==> config.mk <==
export PLATFORM = sky130hd
export DESIGN_NAME = stage3_pool_streamer
export DESIGN_NICKNAME = d
export VERILOG_FILES = /design/src/rtl/stage3_pool_streamer_pkg.sv /design/src/rtl/stage3_pool_streamer_pingpong_ram.sv /design/src/rtl/stage3_pool_streamer.sv
export SDC_FILE = /design/constraint.sdc
export NUM_CORES = 1
export LEC_CHECK = 0
export ABC_AREA = 1
export CAP_MARGIN = 5
export CORE_MARGIN = 2
export CORE_UTILIZATION = 45
export CTS_CLUSTER_SIZE = 8
export DETAILED_ROUTE_END_ITERATION = 8
export GPL_TIMING_DRIVEN = 0
export MAX_ROUTING_LAYER = met4
export PLACE_DENSITY = 0.6
export SYNTH_ARGS = -nofsm -noshare
export SYNTH_HDL_FRONTEND = slang
export SYNTH_SLANG_ARGS = --single-unit
==> constraint.sdc <==
create_clock -name clk -period 6.3 [get_ports clk]
set_clock_uncertainty 0.15 [all_clocks]
set_input_delay 0.945 -clock clk [delete_from_list [all_inputs] [get_ports clk]]
set_output_delay 0.945 -clock clk [all_outputs]
set_load 0.01 [all_outputs]
==> src/rtl/stage3_pool_streamer_pkg.sv <==
// Shared sizing and state encoding for the stage-3 pooled-frame streamer.
// CI/OF_BW/W_BW mirror the stage-3 core header; POS/CO fix the frame and filter counts.
package stage3_pool_streamer_pkg;

   localparam int S3_CI    = 4;
   localparam int S3_OF_BW = 8;
   localparam int S3_W_BW  = 8;
   localparam int S3_POS   = 16;
   localparam int S3_CO    = 4;

   typedef enum logic {
      S_IDLE = 1'b0,
      S_RUN  = 1'b1
   } state_t;

   // Counter width that stays legal when a dimension collapses to 1.
   function automatic int cnt_w(input int n);
      return (n > 1) ? $clog2(n) : 1;
   endfunction

endpackage

==> src/rtl/stage3_pool_streamer_pingpong_ram.sv <==
// Two-bank frame store: one write port, one synchronous read port.
// Contents are never reset; validity is tracked by the owner's bank_full flags.
module stage3_pingpong_ram
   import stage3_pool_streamer_pkg::*;
#(
   parameter int DEPTH = S3_POS,
   parameter int DW    = S3_CI * S3_OF_BW
)(
   input  logic                    clk,
   input  logic                    i_wr_en,
   input  logic                    i_wr_bank,
   input  logic [cnt_w(DEPTH)-1:0] i_wr_addr,
   input  logic [DW-1:0]           i_wr_data,
   input  logic                    i_rd_en,
   input  logic                    i_rd_bank,
   input  logic [cnt_w(DEPTH)-1:0] i_rd_addr,
   output logic [DW-1:0]           o_rd_data
);

   logic [DW-1:0] r_mem [2][DEPTH];
   logic [DW-1:0] r_rd_data;

   always_ff @(posedge clk) begin
      if (i_wr_en)
         r_mem[i_wr_bank][i_wr_addr] <= i_wr_data;
      if (i_rd_en)
         r_rd_data <= r_mem[i_rd_bank][i_rd_addr];
   end

   assign o_rd_data = r_rd_data;

endmodule

==> src/rtl/stage3_pool_streamer.sv <==
// Captures pooled frames into a ping-pong buffer and replays each frame once per
// output filter, pairing every vector with its weight-ROM word for the stage-3 kernel.
module stage3_pool_streamer
   import stage3_pool_streamer_pkg::*;
#(
   parameter int CI    = S3_CI,
   parameter int OF_BW = S3_OF_BW,
   parameter int W_BW  = S3_W_BW,
   parameter int POS   = S3_POS,
   parameter int CO    = S3_CO,
   parameter int AW    = $clog2(CO * POS)
)(
   input  logic                  clk,
   input  logic                  reset_n,
   input  logic                  i_pool_valid,
   input  logic [CI*OF_BW-1:0]   i_pool_data,
   output logic                  o_pool_ready,
   output logic [AW-1:0]         o_w_addr,
   input  logic [CI*W_BW-1:0]    i_w_data,
   output logic                  o_pooling_valid,
   output logic [CI*OF_BW-1:0]   o_pooling,
   output logic [CI*W_BW-1:0]    o_weight,
   output logic                  o_first,
   output logic                  o_last,
   output logic [cnt_w(CO)-1:0]  o_filter_idx,
   output logic                  o_busy,
   output logic                  o_overflow
);

   localparam int DW = CI * OF_BW;
   localparam int PW = cnt_w(POS);
   localparam int KW = cnt_w(CO);

   state_t          r_state;
   state_t          w_state_nxt;
   logic [1:0]      r_bank_full;
   logic [1:0]      w_set;
   logic [1:0]      w_clr;
   logic            r_wr_bank;
   logic            r_rd_bank;
   logic [PW-1:0]   r_wr_ptr;
   logic [PW-1:0]   r_p;
   logic [PW-1:0]   w_p_nxt;
   logic [KW-1:0]   r_k;
   logic [KW-1:0]   w_k_nxt;
   logic            w_wr_acc;
   logic            w_wr_last;
   logic            w_issue;
   logic            w_release;
   logic            r_overflow;
   logic            r_vld_p1;
   logic            r_first_p1;
   logic            r_last_p1;
   logic [KW-1:0]   r_k_p1;
   logic [DW-1:0]   w_rd_data;

   assign o_pool_ready = ~r_bank_full[r_wr_bank];
   assign w_wr_acc     = i_pool_valid & o_pool_ready;
   assign w_wr_last    = w_wr_acc && (r_wr_ptr == PW'(POS - 1));

   // Fill and release always target different banks, so both may land in one cycle.
   always_comb begin
      w_set = '0;
      w_clr = '0;
      if (w_wr_last)
         w_set[r_wr_bank] = 1'b1;
      if (w_release)
         w_clr[r_rd_bank] = 1'b1;
   end

   always_ff @(posedge clk or negedge reset_n) begin
      if (!reset_n) begin
         r_wr_ptr    <= '0;
         r_wr_bank   <= 1'b0;
         r_rd_bank   <= 1'b0;
         r_bank_full <= '0;
         r_overflow  <= 1'b0;
      end else begin
         if (w_wr_acc) begin
            r_wr_ptr <= w_wr_last ? '0 : r_wr_ptr + 1'b1;
            if (w_wr_last)
               r_wr_bank <= ~r_wr_bank;
         end
         if (i_pool_valid && !o_pool_ready)
            r_overflow <= 1'b1;
         r_bank_full <= (r_bank_full | w_set) & ~w_clr;
         if (w_release)
            r_rd_bank <= ~r_rd_bank;
      end
   end

   always_ff @(posedge clk or negedge reset_n) begin
      if (!reset_n) begin
         r_state <= S_IDLE;
         r_k     <= '0;
         r_p     <= '0;
      end else begin
         r_state <= w_state_nxt;
         r_k     <= w_k_nxt;
         r_p     <= w_p_nxt;
      end
   end

   always_comb begin
      w_state_nxt = r_state;
      w_k_nxt     = r_k;
      w_p_nxt     = r_p;
      w_issue     = 1'b0;
      w_release   = 1'b0;
      case (r_state)
         S_IDLE: begin
            if (r_bank_full[r_rd_bank]) begin
               w_state_nxt = S_RUN;
               w_k_nxt     = '0;
               w_p_nxt     = '0;
            end
         end
         S_RUN: begin
            w_issue = 1'b1;
            if (r_p == PW'(POS - 1)) begin
               w_p_nxt = '0;
               if (r_k == KW'(CO - 1)) begin
                  w_k_nxt   = '0;
                  w_release = 1'b1;
                  // Chain straight into the other bank when it is already loaded.
                  w_state_nxt = r_bank_full[~r_rd_bank] ? S_RUN : S_IDLE;
               end else begin
                  w_k_nxt = r_k + 1'b1;
               end
            end else begin
               w_p_nxt = r_p + 1'b1;
            end
         end
         default: w_state_nxt = S_IDLE;
      endcase
   end

   stage3_pingpong_ram #(
      .DEPTH (POS),
      .DW    (DW)
   ) u_ram (
      .clk       (clk),
      .i_wr_en   (w_wr_acc),
      .i_wr_bank (r_wr_bank),
      .i_wr_addr (r_wr_ptr),
      .i_wr_data (i_pool_data),
      .i_rd_en   (w_issue),
      .i_rd_bank (r_rd_bank),
      .i_rd_addr (r_p),
      .o_rd_data (w_rd_data)
   );

   // p1: beat tags delayed to meet the RAM read data and the ROM word
   always_ff @(posedge clk or negedge reset_n) begin
      if (!reset_n) begin
         r_vld_p1   <= 1'b0;
         r_first_p1 <= 1'b0;
         r_last_p1  <= 1'b0;
         r_k_p1     <= '0;
      end else begin
         r_vld_p1   <= w_issue;
         r_first_p1 <= w_issue && (r_p == '0);
         r_last_p1  <= w_issue && (r_p == PW'(POS - 1));
         r_k_p1     <= w_issue ? r_k : '0;
      end
   end

   assign o_w_addr        = w_issue ? (AW'(r_k) * AW'(POS) + AW'(r_p)) : '0;
   assign o_pooling_valid = r_vld_p1;
   // Stale RAM contents are masked so idle and reset show zero data.
   assign o_pooling       = r_vld_p1 ? w_rd_data : '0;
   assign o_weight        = i_w_data;
   assign o_first         = r_first_p1;
   assign o_last          = r_last_p1;
   assign o_filter_idx    = r_k_p1;
   assign o_busy          = (r_state == S_RUN);
   assign o_overflow      = r_overflow;

endmodule

==> results of run 1 <==
==> registers in the layout, summed over array words and instances, names as in the netlist <==
register	count
o_busy	1
o_filter_idx	2
o_first	1
o_last	1
o_overflow	1
o_pooling_valid	1
r_bank_full	2
r_k	2
r_p	4
r_rd_bank	1
r_wr_bank	1
r_wr_ptr	4
u_ram.o_rd_data	32
u_ram.r_mem	1024
==> final cells by class <==
class                           count  area share [%]
Buffer                            252            2.63
Antenna cell                        2         0.00964
Inverter                          130           0.945
Timing Repair Buffer              202            4.12
Clock inverter                     11           0.236
Sequential cell                  1077            62.1
Multi-Input combinational cell   2330            19.2
Clock buffer                      191            7.65
Tap cell                         1276            3.08
==> path summary, 6_finish.rpt <==
| path | end | cells past startpoint | startpoint |
|---|---|---|---|
| hold / removal | o_overflow$_DFFE_PN0P_ | 1 | o_overflow$_DFFE_PN0P_ |
| setup reg to reg | u_ram.r_mem[1][303]$_DFFE_PP_ | 10 | r_wr_bank$_DFFE_PN0P_ |
| setup / recovery | o_w_addr[2] | 5 | o_busy$_DFF_PN0_ |
| max in group asynchronous | o_busy$_DFF_PN0_ | 2 | reset_n |
| hold reg to reg | o_overflow$_DFFE_PN0P_ | 1 | o_overflow$_DFFE_PN0P_ |
| min in group asynchronous | o_filter_idx[0]$_DFF_PN0_ | 1 | reset_n |
==> metrics by stage <==
step | total power, W | instances | hold slack [ns]
floorplan | 0.00804 | 3789 | 0.336
global placement | 0.00822 | 5177 | 0.314
detailed placement | 0.00822 | 5262 | 0.312
CTS | 0.0154 | 5464 | 0.326
global route | 0.0157 | 5470 | 0.362
finish | 0.0153 | 5471 | 0.321
==> worst max-delay path, cell delays in order (launching register included) <==
cell and delay, ns:
sky130_fd_sc_hd__dfrtp_2 0.62, sky130_fd_sc_hd__buf_12 0.25, sky130_fd_sc_hd__clkbuf_1 0.73, sky130_fd_sc_hd__nand2_1 0.37, sky130_fd_sc_hd__inv_1 0.12, sky130_fd_sc_hd__clkdlybuf4s50_1 0.54
==> logic make-up (layout without fill, tap and decap cells) <==
group	count (synthesis)	count (layout)	share of synthesized area [%]
adders and majority gates	7	7	0.199
xor gates and xnor gates	4	4	0.0798
AOI/OAI and AO/OA	25	25	0.302
other	0	2	0
DFF	1077	1077	73.4
and+or+nand+nor	2294	2294	21.8
buffers and inverters	382	786	4.22
==> metal layers <==
metal,track usage (%),vias to the layer above,share of wire (%)
li1,-,13700,-
met1,39.7,14600,42
met2,40.1,1616,43
met3,5.62,246,11
met4,12.1,0,4.5
met5,-,-,0
==> power by group <==
| part | total, W | switching, W | internal (W) |
|---|---|---|---|
| logic | 0.000212 | 0.000163 | 0.0000491 |
| clock network | 0.00723 | 0.00288 | 0.00435 |
| registers | 0.00788 | 0.000000881 | 0.00788 |
==> cell usage in the layout, fill, tap and decap left out, drive strengths merged, types with 2 or more instances in the layout <==
master	count
clkinv	6
buf	328
xor2	3
o22ai	2
or2	2
dfrtp	21
nand3	723
diode	2
ha	7
edfxtp	1056
clkdlybuf4s50	86
nor2	39
nand2	1504
a21oi	12
nor3	26
o21ai	9
inv	135
clkbuf	231
==> summary by stage, run 1 <==
Status
The flow ran to the end, and the final reports show no timing, DRC or antenna violations.

Setup path
The classification of the worst setup path is register to primary output. The minimum setup slack among reg-to-reg paths is 2.69 ns. For the worst setup path, the data required time is between 5 and 6 ns.

The category of the worst setup path capture point is a primary output. In this run the worst path has a maximum fanout of 22. At the worst endpoint, the arrival time is 3.39 ns.

The sort of element at the start of the critical path is a register.

Synthesis
When the netlist entered floorplanning its net count stood at just under 4,000. By area the synthesized netlist is led by sky130_fd_sc_hd__edfxtp_1 (72%), sky130_fd_sc_hd__nand2_1 (13%), sky130_fd_sc_hd__nand3_1 (8.2%). The synthesized design contains 1,056 enable-type register cells. The number of different library cells used by synthesis comes to 25. The sequential fraction of the synthesis area is 73.4%. sky130_fd_sc_hd__edfxtp_1 takes more of the synthesized area than any other cell. The synthesized netlist cell count is ~3,800. The share of synthesized flip-flops with an asynchronous set or reset is 1.95%.

The post-synthesis area per instance is 11.6 um^2. During synthesis, Yosys emitted a total of 0 warnings. The cell with the most instances after synthesis is sky130_fd_sc_hd__nand2_1. Among all flip-flop cells after synthesis, the most frequent one is sky130_fd_sc_hd__edfxtp_1. In the synthesized netlist, the cells that appear most often are sky130_fd_sc_hd__nand2_1 (1,504), sky130_fd_sc_hd__edfxtp_1 (1,056), sky130_fd_sc_hd__nand3_1 (723).

The proportion of netlist area held by the largest area contributor is 72.2%. The summed instance area of the synthesized netlist is ~0.044 mm^2. The synthesized design contains 1,077 register bits.

Worst hold path
The path class of the tightest hold or removal check is register to register.

Floorplanning
The top-level port count is 145. The floorplan die width is between 300 and 400 um. The vertical die dimension is 316 um. The placement row count is 114.

The initial core utilization is 45.4%. The floorplan step defined a die boundary enclosing about 0.10 mm^2. The standard cell core area is 0.0967 mm^2.

Detailed routing
The final layout contains routed wiring with a total length of 137 mm. Once detail routing completed, the nets flagged for antenna violations numbered 0. The via count of the routed design is 30,100. For this run, design rule violations remaining after detail routing come to 0. In the final routed layout, each cell accounts on average for about 25 um.

The detailed-route vias per instance is between 5 and 6. The first routing iteration left slightly below 4,000 violations. The length of the first detailed-routing pass in iterations is 6.

Power
Power spread over the standard cell area amounts to 295 mW/mm^2. IR analysis of the VDD net gives a maximum drop of 0.173 mV. The leakage power total is approximately 20 nW.

Clock tree
The clock latency of the later-clocked register in the worst-skew pair is 0.73 ns. The H-tree level count is 4. Clock tree synthesis inserted a total of 152 buffers. The count of cells resized by post-cts repair is 0. The clock tree from TritonCTS is done. The CTS root buffer is sky130_fd_sc_hd__clkbuf_16. The clock transition at the register clock pins on the worst setup and hold paths after CTS is around 0.05 ns. Counting along the longest clock path gives a buffer depth of 3. The post-cts hold buffer count is 0. Clock tree synthesis found a total of 1,077 sinks. The post-CTS repair timing setup buffer count is 0.

Finish
The storage element area is 0.0322 mm^2. The area overhead of the layout relative to synthesis is 18.2%. The share of cells above drive strength 1 is 12.5%. With fillers left out, the area of the finished cells amounts to ~0.052 mm^2. Summing all multi-input logic gate instances after layout gives 0.00998 mm^2. The count of fill cells added during filler insertion is 8,122. The core occupancy in the finished layout is 53.7%.

The final layout net count is 4,219.

Timing
Setup repair after global routing left no endpoint under its margin. The time the worst path needs with I/O delays and setup is 4.48 ns. The post-route fraction of the period consumed by the critical path is 71.1%. The max-slew violation total from the final report is 0. The headroom to the max-slew limit is 17.2%. The count of final hold-check violations is 0. Setup violations remaining at the end of the flow were counted as 0.

Once routing completed, OpenROAD measured the worst setup slack at 1.82 ns. The highest attainable clock frequency is ~220 MHz. For the pin with the worst max-slew slack, the measured transition is about 1.2 ns.

In the final timing run, aggregate negative setup slack is 0 ns.

Placement
The post-placement worst setup slack is 2.23 ns. In this run the cell area measured after placement is 0.0477 mm^2. The final RePlAce weighted congestion is 0.934. In this run the tool buffered the top-level ports with about 110 buffer cells. After legalization and detailed placement, the total HPWL measured approximately 93 mm.

Global route
The number of antenna violations at the first check in global routing is 8. The wire length of the first global-routing pass is 194 mm. The number of global-route vias before repair is roughly 28,000. For this run the aggregate overflow at the end of global routing stands at 0. Entering global routing, the biggest net connects 33 pins. Global routing consumed, over all layers together, ~28% of the routing resources.

Flow run
The number of maximum-capacitance violations is 0.
Note: power is estimated with default switching activity, not from simulation.
==> run 2, diff against run 1 <==
clock period = 4.67 ns   (was 6.3 ns; I/O delays follow)
==> results of run 2 <==
Same layout as run 1 (identical final DEF). Status: completed.
Among the figures that moved: setup slack after placement 2.23 ns -> 0.849 ns; setup slack after layout 1.82 ns -> 0.434 ns; hold slack 0.321 ns -> 0.113 ns; register-to-register setup slack 2.69 ns -> 1.06 ns; total power 0.0153 W -> 0.0207 W; worst IR drop on VDD 0.173 mV -> 0.233 mV
